File: src/rtl/ibis_lighting_sequencer_if.sv
// Span command, pixel stream and lighting-unit bus around ibis_lighting_sequencer.
// The master side is the sequencer; the slave side is the rasteriser, framebuffer path and lighting unit.
interface ibis_lighting_sequencer_if #(
   parameter int WIDTH = 11
);
   logic             cmd_valid, cmd_ready;
   logic [WIDTH-1:0] cmd_x, cmd_y, cmd_len, cmd_origin_x, cmd_origin_y;
   logic [2:0]       cmd_cfg_write;
   logic [3:0]       cmd_attenuation;
   logic             pix_in_valid, pix_in_ready;
   logic [7:0]       pix_in0, pix_in1;
   logic             pix_out_valid, pix_out_ready, pix_out_last;
   logic [7:0]       pix_out_value;
   logic             lt_enable, lt_ready;
   logic [2:0]       lt_write_registers;
   logic [WIDTH-1:0] lt_x, lt_y, lt_origin_x, lt_origin_y;
   logic [3:0]       lt_attenuation;
   logic [7:0]       lt_value_in0, lt_value_in1, lt_value_out;
   logic             busy;

   modport master (
      input  cmd_valid, cmd_x, cmd_y, cmd_len, cmd_cfg_write, cmd_attenuation,
             cmd_origin_x, cmd_origin_y, pix_in_valid, pix_in0, pix_in1,
             pix_out_ready, lt_value_out, lt_ready,
      output cmd_ready, pix_in_ready, pix_out_valid, pix_out_value, pix_out_last,
             lt_enable, lt_write_registers, lt_x, lt_y, lt_origin_x, lt_origin_y,
             lt_attenuation, lt_value_in0, lt_value_in1, busy
   );

   modport slave (
      output cmd_valid, cmd_x, cmd_y, cmd_len, cmd_cfg_write, cmd_attenuation,
             cmd_origin_x, cmd_origin_y, pix_in_valid, pix_in0, pix_in1,
             pix_out_ready, lt_value_out, lt_ready,
      input  cmd_ready, pix_in_ready, pix_out_valid, pix_out_value, pix_out_last,
             lt_enable, lt_write_registers, lt_x, lt_y, lt_origin_x, lt_origin_y,
             lt_attenuation, lt_value_in0, lt_value_in1, busy
   );
endinterface

File: src/rtl/ibis_lighting_sequencer.sv
// Span sequencer for the 10-phase lighting unit: one pixel per 10 cycles,
// phase counter kept in lockstep with the unit, single-entry backpressured output slot.
module ibis_lighting_sequencer #(
   parameter int WIDTH = 11
) (
   input  logic                      aclk,
   input  logic                      aresetn,
   ibis_lighting_sequencer_if.master bus
);
   localparam logic [3:0]       LAST_PH = 4'd9;
   localparam logic [WIDTH-1:0] ONE     = WIDTH'(1);

   logic [3:0]       p_q, p_d;
   logic [WIDTH-1:0] rem_q, rem_d, cnt_q, cnt_d;
   logic [WIDTH-1:0] x_q, x_d, y_q, y_d, ox_q, ox_d, oy_q, oy_d;
   logic [3:0]       att_q, att_d;
   logic [2:0]       cfg_q, cfg_d;
   logic             first_q, first_d, last_q, last_d, cap_q, cap_d;
   logic             out_vld_q, out_vld_d, out_last_q, out_last_d;
   logic [7:0]       out_val_q, out_val_d;
   logic             cmd_fire, pix_rdy, pix_fire, lt_en, pop;

   always_comb begin
      cmd_fire = bus.cmd_valid & (rem_q == '0);
      pix_rdy  = (p_q == 4'd0) & (rem_q != '0);
      pix_fire = bus.pix_in_valid & pix_rdy;
      pop      = out_vld_q & bus.pix_out_ready;

      // Phase 9 is the only place a full output slot can hold the unit back.
      if (p_q == 4'd0)         lt_en = pix_fire;
      else if (p_q == LAST_PH) lt_en = !out_vld_q | bus.pix_out_ready;
      else                     lt_en = 1'b1;

      p_d = p_q;
      if (lt_en) p_d = (p_q == LAST_PH) ? 4'd0 : p_q + 4'd1;

      rem_d   = rem_q;
      cnt_d   = cnt_q;
      x_d     = x_q;
      y_d     = y_q;
      ox_d    = ox_q;
      oy_d    = oy_q;
      att_d   = att_q;
      cfg_d   = cfg_q;
      first_d = first_q;
      last_d  = last_q;
      if (cmd_fire) begin
         x_d     = bus.cmd_x;
         y_d     = bus.cmd_y;
         ox_d    = bus.cmd_origin_x;
         oy_d    = bus.cmd_origin_y;
         att_d   = bus.cmd_attenuation;
         cfg_d   = bus.cmd_cfg_write;
         rem_d   = bus.cmd_len;
         cnt_d   = '0;
         first_d = 1'b1;
      end else if (pix_fire) begin
         first_d = 1'b0;
         rem_d   = rem_q - ONE;
         cnt_d   = cnt_q + ONE;
         last_d  = (rem_q == ONE);
      end

      // The unit's result is stable the cycle after its phase-9 step.
      cap_d      = lt_en & (p_q == LAST_PH);
      out_vld_d  = out_vld_q;
      out_val_d  = out_val_q;
      out_last_d = out_last_q;
      if (cap_q) begin
         out_vld_d  = 1'b1;
         out_val_d  = bus.lt_value_out;
         out_last_d = last_q;
      end else if (pop) begin
         out_vld_d  = 1'b0;
      end
   end

   always_ff @(posedge aclk) begin
      if (!aresetn) begin
         p_q        <= '0;
         rem_q      <= '0;
         cnt_q      <= '0;
         x_q        <= '0;
         y_q        <= '0;
         ox_q       <= '0;
         oy_q       <= '0;
         att_q      <= '0;
         cfg_q      <= '0;
         first_q    <= 1'b0;
         last_q     <= 1'b0;
         cap_q      <= 1'b0;
         out_vld_q  <= 1'b0;
         out_val_q  <= '0;
         out_last_q <= 1'b0;
      end else begin
         p_q        <= p_d;
         rem_q      <= rem_d;
         cnt_q      <= cnt_d;
         x_q        <= x_d;
         y_q        <= y_d;
         ox_q       <= ox_d;
         oy_q       <= oy_d;
         att_q      <= att_d;
         cfg_q      <= cfg_d;
         first_q    <= first_d;
         last_q     <= last_d;
         cap_q      <= cap_d;
         out_vld_q  <= out_vld_d;
         out_val_q  <= out_val_d;
         out_last_q <= out_last_d;
      end
   end

   assign bus.cmd_ready          = (rem_q == '0);
   assign bus.pix_in_ready       = pix_rdy;
   assign bus.pix_out_valid      = out_vld_q;
   assign bus.pix_out_value      = out_val_q;
   assign bus.pix_out_last       = out_last_q;
   assign bus.lt_enable          = lt_en;
   assign bus.lt_write_registers = (pix_fire & first_q) ? cfg_q : 3'b000;
   assign bus.lt_x               = x_q + cnt_q;
   assign bus.lt_y               = y_q;
   assign bus.lt_origin_x        = ox_q;
   assign bus.lt_origin_y        = oy_q;
   assign bus.lt_attenuation     = att_q;
   assign bus.lt_value_in0       = bus.pix_in0;
   assign bus.lt_value_in1       = bus.pix_in1;
   assign bus.busy               = (rem_q != '0) | (p_q != 4'd0) | cap_q | out_vld_q;

`ifndef SYNTHESIS
   always_ff @(posedge aclk) begin
      if (aresetn) assert (bus.lt_ready == (p_q == LAST_PH)) else $error("lighting unit phase out of step");
   end
`endif
endmodule

File: src/flat_wrapper.sv
// flat-port wrapper written by rule: the top's interface ports become plain ports
module ibis_lighting_sequencer_flat 
#(
   parameter int WIDTH = 11
)
  (aclk, aresetn, bus_cmd_valid, bus_cmd_x, bus_cmd_y, bus_cmd_len, bus_cmd_cfg_write, bus_cmd_attenuation, bus_cmd_origin_x, bus_cmd_origin_y, bus_pix_in_valid, bus_pix_in0, bus_pix_in1, bus_pix_out_ready, bus_lt_value_out, bus_lt_ready, bus_cmd_ready, bus_pix_in_ready, bus_pix_out_valid, bus_pix_out_value, bus_pix_out_last, bus_lt_enable, bus_lt_write_registers, bus_lt_x, bus_lt_y, bus_lt_origin_x, bus_lt_origin_y, bus_lt_attenuation, bus_lt_value_in0, bus_lt_value_in1, bus_busy);
  ibis_lighting_sequencer_if #(.WIDTH(WIDTH)) bus_i ();
  input  logic aclk;
  input  logic aresetn;
  input wire logic [$bits(bus_i.cmd_valid)-1:0] bus_cmd_valid;
  input wire logic [$bits(bus_i.cmd_x)-1:0] bus_cmd_x;
  input wire logic [$bits(bus_i.cmd_y)-1:0] bus_cmd_y;
  input wire logic [$bits(bus_i.cmd_len)-1:0] bus_cmd_len;
  input wire logic [$bits(bus_i.cmd_cfg_write)-1:0] bus_cmd_cfg_write;
  input wire logic [$bits(bus_i.cmd_attenuation)-1:0] bus_cmd_attenuation;
  input wire logic [$bits(bus_i.cmd_origin_x)-1:0] bus_cmd_origin_x;
  input wire logic [$bits(bus_i.cmd_origin_y)-1:0] bus_cmd_origin_y;
  input wire logic [$bits(bus_i.pix_in_valid)-1:0] bus_pix_in_valid;
  input wire logic [$bits(bus_i.pix_in0)-1:0] bus_pix_in0;
  input wire logic [$bits(bus_i.pix_in1)-1:0] bus_pix_in1;
  input wire logic [$bits(bus_i.pix_out_ready)-1:0] bus_pix_out_ready;
  input wire logic [$bits(bus_i.lt_value_out)-1:0] bus_lt_value_out;
  input wire logic [$bits(bus_i.lt_ready)-1:0] bus_lt_ready;
  output wire logic [$bits(bus_i.cmd_ready)-1:0] bus_cmd_ready;
  output wire logic [$bits(bus_i.pix_in_ready)-1:0] bus_pix_in_ready;
  output wire logic [$bits(bus_i.pix_out_valid)-1:0] bus_pix_out_valid;
  output wire logic [$bits(bus_i.pix_out_value)-1:0] bus_pix_out_value;
  output wire logic [$bits(bus_i.pix_out_last)-1:0] bus_pix_out_last;
  output wire logic [$bits(bus_i.lt_enable)-1:0] bus_lt_enable;
  output wire logic [$bits(bus_i.lt_write_registers)-1:0] bus_lt_write_registers;
  output wire logic [$bits(bus_i.lt_x)-1:0] bus_lt_x;
  output wire logic [$bits(bus_i.lt_y)-1:0] bus_lt_y;
  output wire logic [$bits(bus_i.lt_origin_x)-1:0] bus_lt_origin_x;
  output wire logic [$bits(bus_i.lt_origin_y)-1:0] bus_lt_origin_y;
  output wire logic [$bits(bus_i.lt_attenuation)-1:0] bus_lt_attenuation;
  output wire logic [$bits(bus_i.lt_value_in0)-1:0] bus_lt_value_in0;
  output wire logic [$bits(bus_i.lt_value_in1)-1:0] bus_lt_value_in1;
  output wire logic [$bits(bus_i.busy)-1:0] bus_busy;
  assign bus_i.cmd_valid = bus_cmd_valid;
  assign bus_i.cmd_x = bus_cmd_x;
  assign bus_i.cmd_y = bus_cmd_y;
  assign bus_i.cmd_len = bus_cmd_len;
  assign bus_i.cmd_cfg_write = bus_cmd_cfg_write;
  assign bus_i.cmd_attenuation = bus_cmd_attenuation;
  assign bus_i.cmd_origin_x = bus_cmd_origin_x;
  assign bus_i.cmd_origin_y = bus_cmd_origin_y;
  assign bus_i.pix_in_valid = bus_pix_in_valid;
  assign bus_i.pix_in0 = bus_pix_in0;
  assign bus_i.pix_in1 = bus_pix_in1;
  assign bus_i.pix_out_ready = bus_pix_out_ready;
  assign bus_i.lt_value_out = bus_lt_value_out;
  assign bus_i.lt_ready = bus_lt_ready;
  assign bus_cmd_ready = bus_i.cmd_ready;
  assign bus_pix_in_ready = bus_i.pix_in_ready;
  assign bus_pix_out_valid = bus_i.pix_out_valid;
  assign bus_pix_out_value = bus_i.pix_out_value;
  assign bus_pix_out_last = bus_i.pix_out_last;
  assign bus_lt_enable = bus_i.lt_enable;
  assign bus_lt_write_registers = bus_i.lt_write_registers;
  assign bus_lt_x = bus_i.lt_x;
  assign bus_lt_y = bus_i.lt_y;
  assign bus_lt_origin_x = bus_i.lt_origin_x;
  assign bus_lt_origin_y = bus_i.lt_origin_y;
  assign bus_lt_attenuation = bus_i.lt_attenuation;
  assign bus_lt_value_in0 = bus_i.lt_value_in0;
  assign bus_lt_value_in1 = bus_i.lt_value_in1;
  assign bus_busy = bus_i.busy;
  ibis_lighting_sequencer #(.WIDTH(WIDTH)) u_core (.aclk(aclk), .aresetn(aresetn), .bus(bus_i));
endmodule
File: config.mk
export PLATFORM = sky130hd
export DESIGN_NAME = ibis_lighting_sequencer_flat
export DESIGN_NICKNAME = d
export VERILOG_FILES = /design/src/rtl/ibis_lighting_sequencer_if.sv /design/src/rtl/ibis_lighting_sequencer.sv /design/src/flat_wrapper.sv
export SDC_FILE = /design/constraint.sdc
export NUM_CORES = 1
export LEC_CHECK = 0
export ABC_CLOCK_PERIOD_IN_PS = 2450
export CAP_MARGIN = 20
export CORE_UTILIZATION = 45
export CTS_BUF_LIST = sky130_fd_sc_hd__clkbuf_2 sky130_fd_sc_hd__clkbuf_4 sky130_fd_sc_hd__clkbuf_8
export CTS_CLUSTER_SIZE = 10
export DETAILED_ROUTE_END_ITERATION = 7
export PLACE_DENSITY_LB_ADDON = 0.08
export SYNTH_ARGS = -nofsm -noshare
export SYNTH_HDL_FRONTEND = slang
export SYNTH_SLANG_ARGS = --single-unit
export TNS_END_PERCENT = 1
File: constraint.sdc
create_clock -name aclk -period 2.45 [get_ports aclk]
set_input_delay 0.3675 -clock aclk [delete_from_list [all_inputs] [get_ports aclk]]
set_output_delay 0.3675 -clock aclk [all_outputs]
set_load 0.05 [all_outputs]
# ---- Word-level counts from Yosys, hierarchy flattened
# Index checks and enable logic that the tools add are counted.
dict set report totals {
  inputBits 92
  word_cells 52
  mem_bits_rw 0
  n_memories 0
  latch_bits 0
  mem_bits_ro 0
  reg_bits 90
  output_inout_bits 81
}
dict set report classes {
  n_mul 0
  n_bitwise 12
  add_sub_neg 4
  n_div 0
  shift 0
  n_reduce_logical 9
  eq_ne 2
  n_mux 10
  magnitude_cmp 0
}
# op n
set op_table {}
lappend op_table {{11-bit 2-to-1 mux} 2}
lappend op_table {{11-bit by 1-bit adder with 11-bit output (second input constant)} 1}
lappend op_table {{11-bit adder} 1}
lappend op_table {{11-bit by 1-bit == test with 1-bit output (second input constant)} 1}
lappend op_table {{11-bit logical NOT} 1}
lappend op_table {{11-bit nonzero test} 1}
lappend op_table {{11-bit by 1-bit subtractor with 11-bit output (second input constant)} 1}
lappend op_table {{1-bit bitwise AND} 6}
lappend op_table {{1-bit 2-to-1 mux} 6}
lappend op_table {{4-bit by 1-bit adder with 4-bit output (second input constant)} 1}
lappend op_table {{4-bit == test (second input constant)} 1}
lappend op_table {{4-bit logical NOT} 1}
lappend op_table {{4-bit 2-to-1 mux} 1}
lappend op_table {{1-bit OR} 4}
lappend op_table {{2-bit nonzero test} 2}
lappend op_table {{4-bit nonzero test} 1}
lappend op_table {{3-bit 2-to-1 mux} 1}
lappend op_table {{1-bit NOT} 2}
lappend op_table {{2-bit AND reduction} 1}
lappend op_table {{2-bit OR reduction} 1}
lappend op_table {{1-bit logical NOT} 1}

# ---- Logic depth before layout (Yosys ltp)
dict set report logic_depth {
  depth_word 5
  depth_mapped 10
  ltp_nobuf 8
}

# ---- Worst setup path before layout
# No wires, ideal clock.
dict set report synth_path {
  path_type {register to output}
  from {register u_core.rem_q[0]}
  to {output port bus_busy}
  slack_ns -0.350
  stages_incl_launch_ff 8
  arrival_time_ns 2.432
  n_path_buf 2
  path_cell_list {dfxtp_1 -> inv_1 -> ha_1 -> or3b_1 -> buf_2 -> nor3_1 -> clkbuf_1 -> nand2_1}
}
dict set report synth_via {
  elab_chain_cells 4
}
# element line
set synth_rtl {}
lappend synth_rtl {{start, declared} ibis_lighting_sequencer.sv:14} ;# logic [WIDTH-1:0] rem_q, rem_d, cnt_q, cnt_d;
lappend synth_rtl {{start signal, assigned} ibis_lighting_sequencer.sv:97} ;# rem_q <= rem_d;
lappend synth_rtl {{11-bit nonzero test} ibis_lighting_sequencer.sv:128} ;# assign bus.busy = (rem_q != '0) | (p_q != 4'd0) | cap_q | out_vld_q;
lappend synth_rtl {{1-bit OR (3 in a row)} ibis_lighting_sequencer.sv:128}
lappend synth_rtl {{end, declared} flat_wrapper.sv:38} ;# output wire logic [$bits(bus_i.busy)-1:0] bus_busy;
# No other way between the ends.

# ---- Final worst setup path
dict set report layout_path {
  from {register u_core.x_q[0]}
  to {output port bus_lt_x[10]}
}
dict set report layout_via {
  elab_chain_cells 1
}
# element line
set layout_rtl {}
lappend layout_rtl {{start, declared} ibis_lighting_sequencer.sv:15} ;# logic [WIDTH-1:0] x_q, x_d, y_q, y_d, ox_q, ox_d, oy_q, oy_d;
lappend layout_rtl {{start signal, assigned} ibis_lighting_sequencer.sv:83} ;# x_q <= '0;
lappend layout_rtl {{start signal, assigned} ibis_lighting_sequencer.sv:99} ;# x_q <= x_d;
lappend layout_rtl {{11-bit adder} ibis_lighting_sequencer.sv:121} ;# assign bus.lt_x = x_q + cnt_q;
lappend layout_rtl {{end, declared} flat_wrapper.sv:31} ;# output wire logic [$bits(bus_i.lt_x)-1:0] bus_lt_x;
# No other way between the ends.

==> out/metrics.cfg <==
[finish]
post-route-util_pct = 67.95
final_common_cell = nand2_1
final_cell_mix = nand2_1 (133), clkdlybuf4s50_1 (121), dfxtp_1 (85), a21boi_0 (60), nor2_1 (24)
stdcell_count = 772
fin_nets = 747
drive_gt1_share_pct = 13.22
num-fill-cells = 791
synthToLayoutAreaGrowth_pct = 45.26
diodes = 0

[setup_path]
crit_path_max_fanout = 2
r2r_start = u_core.rem_q[1]$_SDFFE_PN0P_
critPathCapture = bus_lt_x[10]
cp-start-kind = flop
crit_slowest_cell = fa_2
slowest_delay_ns = 0.37
crit_path_end_kind = output pin
cp.arrival_ns = 2.34
reg2reg_slack_ns = 0.26
worst-path-stages = 9
r2r_end = u_core.rem_q[3]$_SDFFE_PN0P_
critical_path_class = flop to output pin
crit_start = u_core.x_q[0]$_SDFFE_PN0P_
cp.required_ns = 2.08
worst-path-buf-inv = 2
rr_worst_depth = 9
crit_family = adder cells
crit_chain = ha_4, inv_2, fa_2, nor2b_4, o2111ai_4, a31oi_4, o41ai_2, xnor2_1, bufbuf_16

[grt]
grt_pass1_vias = 3618
antenna_found_initial = 0
grt_max_degree = 55
grt_remaining_overflow = 0
grt_usage_pct = 21.63
grt_pass1_wl_mm = 17.14

[die]
ios = 173
die_h_um = 100.2
row_count = 35
die_w_um = 100.2
core_um2 = 9284
start_util_pct = 46.78
dieArea_um2 = 10050

[synthesis]
avgSynthCellArea_um2 = 8.417
synthFlopType = dfxtp_1
synth-compound-area-share_pct = 15.99
ys_ff_latch = 90
synth.distinct_cells = 50
ys_async_sr_fraction_pct = 0
syn-cell-area_um2 = 4343
synth_cells = 516
ys_seq_area_share_pct = 41.49
synthXorXnorAreaFrac_pct = 5.445
synth_top_family_by_area = simple AND/OR/NAND/NOR gates
synthSimpleGateAreaFrac_pct = 23.83
ys_warn_count = 0
yosys-mux-area-fraction_pct = 2.305
synth_fa_ha_area_share_pct = 4.206
synth_nets = 622
synth_edf_count = 0

[clock_network]
tritoncts = yes
htree_levels = 3
cts_max_path_buffers = 2
root_buffer = clkbuf_8
cts_buffers = 9
cts_sinks = 90
cts.clk_slew.worst_paths_ns = 0.08
postCtsHoldBufs = 0
insertion_delay_ns = 0.36

[placement]
pre_cts_ws_ns = -0.02714
place_inst = 755
hpwl_mm = 7.700
routabilityCongestion = 0.8762
portBuffers = 139

[run]
drv_cap = 0

[timing]
hold_viol = 0
max_slew_margin_pct = 61.93
setup_tns_ns = -0.6104
fin_crit_ns = 2.712
worst_slack_ns = -0.2624
setup_viol = 5
finalClockSkew_ns = 0.01040
rsz0062_at_grt = true
maxSlewViolCount = 0
fin_crit_sh_pct = 110.7
tightest_slew_ns = 0.5658
max_freq_ghz = 0.3687

[detailed_routing]
via_count = 3875
routed_wl_mm = 10.71
drc = 0
firstDrtPassIters = 4
avgRoutedWirePerCell_um = 13.87
ant_nets = 0
drt_iter0_drc = 100
via_per_inst = 5.019

[power]
vdd_ir_drop_max_mv = 0.8343
power.total_w = 0.006759
leakage_nw = 2.269
powerDensity_nw_per_um2 = 1071

[status]
status = finished with violations
violations = setup timing

[hold_path]
hp-class = flop to flop

## worst min-delay path by stage
stage / startpoint / cells after the start / endpoint / slack (ns)
3_3_place_gp: u_core.cfg_q[0]$_SDFFE_PN0P_ / 2 / u_core.cfg_q[0]$_SDFFE_PN0P_ / 0.45
4_1_cts: aresetn / 2 / u_core.rem_q[1]$_SDFFE_PN0P_ / 0.45
2_1_floorplan: u_core.cfg_q[2]$_SDFFE_PN0P_ / 2 / u_core.cfg_q[2]$_SDFFE_PN0P_ / 0.44
6_report: u_core.bus.lt_attenuation[1]$_SDFFE_PN0P_ / 2 / u_core.bus.lt_attenuation[1]$_SDFFE_PN0P_ / 0.46
5_1_grt: aresetn / 2 / u_core.rem_q[0]$_SDFFE_PN0P_ / 0.47
3_5_place_dp: u_core.bus.lt_origin_x[4]$_SDFFE_PN0P_ / 2 / u_core.bus.lt_origin_x[4]$_SDFFE_PN0P_ / 0.45
## worst reg2reg max path: cells and delay by family, from the launching register on
family | cells | cell delay [ns]
compound gates | 2 | 0.56
xor+xnor | 1 | 0.13
fa+ha+maj | 1 | 0.14
buf+inv | 3 | 0.49
flops | 1 | 0.35
simple gates | 2 | 0.46
## synthesized netlist by cell type (2+ instances only)
| library cell | number | area (um^2) |
|---|---|---|
| a211oi_1 | 2 | 15.01 |
| a21boi_0 | 60 | 450.4 |
| a21boi_1 | 2 | 15.01 |
| a21o_1 | 2 | 15.01 |
| a21oi_1 | 7 | 35.03 |
| a31oi_1 | 2 | 12.51 |
| and2_1 | 5 | 31.28 |
| and3_1 | 5 | 31.28 |
| buf_2 | 10 | 50.05 |
| buf_4 | 16 | 120.1 |
| clkbuf_1 | 17 | 63.81 |
| clkbuf_2 | 2 | 10.01 |
| dfxtp_1 | 90 | 1802 |
| ha_1 | 13 | 162.7 |
| inv_1 | 12 | 45.04 |
| mux2i_1 | 10 | 100.1 |
| nand2_1 | 133 | 499.2 |
| nand3_1 | 7 | 35.03 |
| nand4_1 | 5 | 31.28 |
| nor2_1 | 24 | 90.09 |
| nor2b_1 | 12 | 75.07 |
| nor3_1 | 9 | 45.04 |
| nor4_1 | 9 | 56.30 |
| nor4b_1 | 2 | 17.52 |
| o21a_1 | 2 | 15.01 |
| o21ai_0 | 8 | 40.04 |
| o31ai_1 | 2 | 15.01 |
| xnor2_1 | 21 | 183.9 |
| xor2_1 | 6 | 52.55 |
## sequential cells by signal, indices dropped and copies added, names as in the netlist, 4 cells and up
| name | count |
|---|---|
| u_core.p_q | 4 |
| u_core.bus.lt_origin_y | 11 |
| u_core.bus.lt_attenuation | 4 |
| u_core.cnt_q | 11 |
| u_core.rem_q | 11 |
| u_core.bus.lt_origin_x | 11 |
| u_core.x_q | 11 |
| u_core.bus.lt_y | 11 |
| u_core.bus.pix_out_value | 8 |
## per-layer routing
layer / track usage, % / wire (um) / vias to the layer above
met2: 32.61 / 4934 / 133
met3: 9.749 / 968 / 22
met1: 27.41 / 4597 / 1759
met4: 7.246 / 206 / 0
li1: - / - / 1961
met5: 0 / 0 / -
## repair_timing
item | 4_1_cts | 5_1_grt
cloned | 0 | 0
endpoints found under the setup margin | 13 | 13
buffers inserted | 2 | 2
resized for setup | 23 | 17
pin swaps | 6 | 8
## layout make-up
class | count | area (um^2) | area share, %
inverters | 12 | 45.04 | 0.7140
multi-input cells | 368 | 2419 | 38.34
clock buffers | 10 | 137.6 | 2.182
flip-flops and latches | 90 | 1808 | 28.66
repair buffers | 160 | 1695 | 26.87
clock inverters | 3 | 42.54 | 0.6743
well taps | 129 | 161.4 | 2.559
## logic make-up after synthesis
group                    Yosys count
multiplexers                      10
XOR/XNOR                          27
flip-flops                        90
buffers and inverters             58
AND/OR/NAND/NOR                  222
adder cells (fa/ha/maj)           14
AO/OA/AOI/OAI                     95
## where the power goes
part,switching (W),total (W),internal (W)
sequential,0.000264,0.00205,0.00179
clock,0.000482,0.000963,0.000481
combinational,0.00221,0.00375,0.00153
total,0.00296,0.00676,0.00380
## metrics by stage
stage / hold WS (ns) / area [um^2]
4_1_cts: 0.4509 / 6191
2_1_floorplan: 0.4365 / 4344
3_5_place_dp: 0.4537 / 5897
5_1_grt: 0.4660 / 6309
6_report: 0.4585 / 6309
3_3_place_gp: 0.4459 / 5897
(Power assumes the default switching activity.)
